## config.mk

```make
export PLATFORM = sky130hd
export DESIGN_NAME = bist_next_word
export DESIGN_NICKNAME = d
export VERILOG_FILES = /design/src/rtl/bist_pkg.sv /design/src/rtl/bist_next_word.sv
export SDC_FILE = /design/constraint.sdc
export NUM_CORES = 1
export LEC_CHECK = 0
export ABC_AREA = 1
export CAP_MARGIN = 20
export CELL_PAD_IN_SITES_DETAIL_PLACEMENT = 1
export CELL_PAD_IN_SITES_GLOBAL_PLACEMENT = 2
export CORE_MARGIN = 2
export CORE_UTILIZATION = 18
export DETAILED_ROUTE_END_ITERATION = 12
export GPL_TIMING_DRIVEN = 1
export PLACE_DENSITY_LB_ADDON = 0.1
export SLEW_MARGIN = 20
export SYNTH_ARGS = -nofsm -noshare
export SYNTH_HDL_FRONTEND = slang
export SYNTH_SLANG_ARGS = --single-unit
```

## constraint.sdc

```tcl
create_clock -name vclk -period 1.5
set_input_delay 0.225 -clock vclk [all_inputs]
set_output_delay 0.225 -clock vclk [all_outputs]
set_load 0.01 [all_outputs]
```

## src/rtl/bist_pkg.sv

```systemverilog
// ---------------------------------------------------------------------------
// bist_pkg
//   Shared definitions for the BIST pattern generator / checker pair:
//   checker state encoding, pattern-select codes and the per-width LFSR tap
//   masks. No ports (package).
// ---------------------------------------------------------------------------
package bist_pkg;

    // Checker FSM states
    typedef enum logic [1:0] {
        ST_IDLE   = 2'd0,
        ST_SEEK   = 2'd1,
        ST_LOCKED = 2'd2
    } bist_state_t;

    // pattern_sel encodings
    localparam logic PAT_INC  = 1'b0;
    localparam logic PAT_LFSR = 1'b1;

    // Tap masks (bit set = tap). Feedback is the XNOR of the tapped bits.
    localparam logic [63:0] TAPS_W8  = 64'h0000_0000_0000_00B8; // 7,5,4,3
    localparam logic [63:0] TAPS_W16 = 64'h0000_0000_0000_D008; // 15,14,12,3
    localparam logic [63:0] TAPS_W32 = 64'h0000_0000_8020_0003; // 31,21,1,0
    localparam logic [63:0] TAPS_W64 = 64'hD800_0000_0000_0000; // 63,62,60,59

    // Tap mask for a given word width; zero marks an unsupported width.
    function automatic logic [63:0] lfsr_taps(input int width);
        logic [63:0] taps;
        case (width)
            8:       taps = TAPS_W8;
            16:      taps = TAPS_W16;
            32:      taps = TAPS_W32;
            64:      taps = TAPS_W64;
            default: taps = 64'h0;
        endcase
        return taps;
    endfunction

    // True for the word widths that have a defined LFSR.
    function automatic logic legal_width(input int width);
        return (lfsr_taps(width) != 64'h0);
    endfunction

endpackage

```

## src/rtl/bist_next_word.sv

```systemverilog
// ---------------------------------------------------------------------------
// bist_next_word
//   Combinational successor of a pattern word, shared by generator and
//   checker so both sides always agree on the sequence.
// Ports:
//   pattern_sel  in   1           0 = incremental, 1 = LFSR
//   cur          in   DATA_WIDTH  current word
//   nxt          out  DATA_WIDTH  following word in the selected pattern
// ---------------------------------------------------------------------------
module bist_next_word
    import bist_pkg::*;
#(
    parameter int DATA_WIDTH = 32
) (
    input  logic                  pattern_sel,
    input  logic [DATA_WIDTH-1:0] cur,
    output logic [DATA_WIDTH-1:0] nxt
);

    localparam logic [63:0]           TAPS64 = lfsr_taps(DATA_WIDTH);
    localparam logic [DATA_WIDTH-1:0] TAPS   = TAPS64[DATA_WIDTH-1:0];

    if (!legal_width(DATA_WIDTH)) begin : g_bad_width
        $error("bist_next_word: DATA_WIDTH must be 8, 16, 32 or 64");
    end

    // Successor: shift-left with XNOR feedback for LFSR, +1 (wrapping) otherwise.
    // The all-ones word maps onto itself in the LFSR (XNOR lock-up state).
    always_comb begin
        nxt = '0;
        if (pattern_sel == PAT_LFSR) begin
            nxt = {cur[DATA_WIDTH-2:0], ~(^(cur & TAPS))};
        end else begin
            nxt = cur + DATA_WIDTH'(1);
        end
    end

endmodule

```

Yosys cells after proc, flatten, opt, wreduce, memory -nomap -nowiden
Cells that the tools add are included.

storage, ports and cells
  register bits = 0
  output and inout port bits = 32
  bits of input ports = 33
  word-level logic and storage cells = 4

cells by class
  multiplexer cells = 1
  reduce and logical (&&, ||, !) cells = 1
  add/subtract/negate cells = 1
  bitwise gates (word level) = 1

operators by type and width
  operator                                                         count
  32-bit by 1-bit adder with 32-bit output, second input constant  1
  32-bit two-way mux                                               1
  32-bit parity                                                    1
  1-bit inverter                                                   1

Depth between registers and ports, before layout
  depth in word-level cells = 3
  gate-level depth with buffers = 9
  mapped depth without buffers = 9

Worst setup path after synthesis
OpenSTA, ideal clock, no wires.

  path kind = input -> output
  start point = input port cur[0]
  end point = output port nxt[10]
  stages on the path = 6
  path slack = 0.122 ns
  data arrival time = 1.153 ns
  path through = ha_1 -> nand2_2 -> nor2_4 -> nand3b_2 -> or2_0 -> a21oi_1

between the ends
  word-level cells in the longest chain between the ends = 2

ends and longest elaborated chain
  element                                   RTL line              source
  from (decl)                               bist_next_word.sv:16  input logic [DATA_WIDTH-1:0] cur,
  32-bit by 1-bit adder with 32-bit output  bist_next_word.sv:34  nxt = cur + DATA_WIDTH'(1);
  32-bit two-way mux                        bist_next_word.sv:31  if (pattern_sel == PAT_LFSR) begin
  to (decl)                                 bist_next_word.sv:17  output logic [DATA_WIDTH-1:0] nxt

Every way passes these cells.

Worst setup path in the final report
  start point = input port cur[1]
  end point = output port nxt[10]

The elaborated chain is that of the path after synthesis.

==> impl_metrics.json <==
{
  "yosysSeqAreaShare_pct": 0,
  "num_rows": 31,
  "yosys_warnings": 0,
  "whs_ns": 0.800,
  "dp_hpwl_um": 5090,
  "crit_arrival_ns": 1.41,
  "mostFrequentLayoutCell": "nand2_1",
  "grt.overflow.total": 0,
  "synthCells": 282,
  "fin_crit_ns": 1.64,
  "num_antenna_cells": 0,
  "grt_max_degree": 30,
  "start_kind": "input port",
  "cap_violations": 0,
  "initial_core_util_pct": 18.3,
  "powerDensity_nw_per_um2": 224,
  "hold_path.class": "in -> out",
  "finalNetCount": 448,
  "relSlewSlack_pct": 87.4,
  "coreArea_um2": 7180,
  "grt_pass1_vias": 2272,
  "synth_area_um2": 1320,
  "dieHeight_um": 89.5,
  "multi_input_area_um2": 1570,
  "antenna_found_initial": 0,
  "remaining_drc_errors": 0,
  "vias": 2200,
  "final_cell_mix": "83 x nand2_1, 61 x buf_4, 40 x buf_2",
  "ios": 65,
  "min_period_over_period_pct": 109,
  "drt_pre_antenna_iters": 4,
  "drt_iter0_markers": 46,
  "p_leak_uw": 0.00146,
  "setup_ws_ns": -0.136,
  "slew_viol_final": 0,
  "fmax_ghz": 0.611,
  "place_congestion": 0.789,
  "crit_path_cell_trace": "buf_8 > ha_4 > nand2_4 > nor2_4 > buf_6 > nand3b_4 > or2_0 > a21oi_1 > buf_2",
  "flops_and_latches": 0,
  "portBuffers": 65,
  "synthToLayoutAreaGrowth_pct": 116,
  "regArea_um2": 0,
  "post_drt_wl_per_cell_um": 12.5,
  "cp-end-kind": "output port",
  "setup_violations": 24,
  "rsz0062_at_grt": "true",
  "synth_cell_types": 24,
  "status": "finished, violations left",
  "layout-drive-gt1-share_pct": 54.1,
  "worst_pin_slew_ns": 0.188,
  "postLayoutCellArea_um2": 2840,
  "placed_area_um2": 2420,
  "failed_checks": "negative setup slack",
  "slowest_delay_ns": 0.21,
  "final_antenna_net_count": 0,
  "vias_per_cell": 4.31,
  "clock_buffers": 0,
  "crit_type": "in -> out",
  "die_area_um2": 8000,
  "worstPathMaxFanout": 4,
  "routed_wl_um": 6410,
  "gr-usage-all-layers_pct": 16.7,
  "grt_pass1_wl_um": 10700,
  "worst_path_max_delay_cell": "or2_0",
  "die_w_um": 89.5,
  "hold_violations": 0,
  "nFillCells": 953,
  "synth_nets": 316,
  "avgSynthCellArea_um2": 4.66,
  "ir_drop_v": 0.000101,
  "required_ns": 1.27
}
-- metal layers --
layer  vias up  routed length [um]  global-route usage, %
met4         0                   0                      0
met3         0                 201                  0.369
li1       1140                   -                      -
met1      1024                2880                   21.8
met5         -                   0                      0
met2        36                3330                   32.4
-- cells by family (layout without fill, tap and decap cells) --
group | Yosys count | after routing | synth area share (%)
simple gates | 217 | 217 | 74.9
xor+xnor | 7 | 7 | 4.66
fa+ha+maj | 1 | 1 | 0.951
buf+inv | 35 | 165 | 10.3
compound gates | 22 | 22 | 9.23
-- power breakdown --
group / switching (uW) / internal (uW) / total [uW]
clock network: 0 / 0 / 0
logic: 341 / 296 / 637
registers: 0 / 0 / 0
-- critical path: cells and delay by family --
family	cells	cell delay, ns
buffers and inverters	3	0.37
adder cells (fa/ha/maj)	1	0.14
AO/OA/AOI/OAI	1	0.15
AND/OR/NAND/NOR	4	0.53
-- synth_stat cells --
library cell | count | area [um^2]
nand2_1 | 124 | 465
nor2_1 | 38 | 143
nand3_1 | 33 | 165
inv_1 | 28 | 105
o21ai_0 | 10 | 50.1
nor2_4 | 8 | 90.1
xor2_1 | 6 | 52.6
a21oi_1 | 5 | 25.0
nand2_2 | 4 | 25.0
buf_2 | 3 | 15.0
clkbuf_1 | 3 | 11.3
o21bai_1 | 3 | 22.5
or2_0 | 3 | 18.8
nand2_4 | 2 | 22.5
nand3b_2 | 2 | 22.5
o22ai_1 | 2 | 12.5
a31oi_1 | 1 | 6.26
clkinv_1 | 1 | 3.75
ha_1 | 1 | 12.5
nor2_2 | 1 | 6.26
nor2_8 | 1 | 20.0
o21ai_1 | 1 | 5.00
or2_2 | 1 | 6.26
xnor2_1 | 1 | 8.76
-- cell type report --
cell class	instances	share of cell area, %
inverter	29	4.01
multi-input combinational	247	55.3
tap	99	4.36
timing repair buffer	136	36.4
-- per-stage QoR --
stage,total power (uW),utilization (%),std cells,worst slack (ns),TNS [ns]
after detailed placement,622,33.7,487,-0.999,-27.75
after CTS,626,37.9,505,-0.150,-1.51
final,637,39.6,511,-0.136,-1.68
after global placement,620,33.7,487,-1.00,-27.55
after floorplan,223,-,282,0.122,0
after global routing,705,39.6,511,-0.230,-3.99
-- what timing repair did --
action,in CTS,in global routing
hold buffers,0,0
resized for setup,349,32
pin swaps,57,35
endpoints found under the setup margin,32,29
buffers inserted,18,7
-- worst paths after layout --
kind | start | end | slack, ns | cells past startpoint
worst max-delay path | cur[1] | nxt[10] | -0.14 | 9
worst min-delay path | cur[23] | nxt[24] | 0.80 | 4
Note: power is estimated with default switching activity, not from simulation.
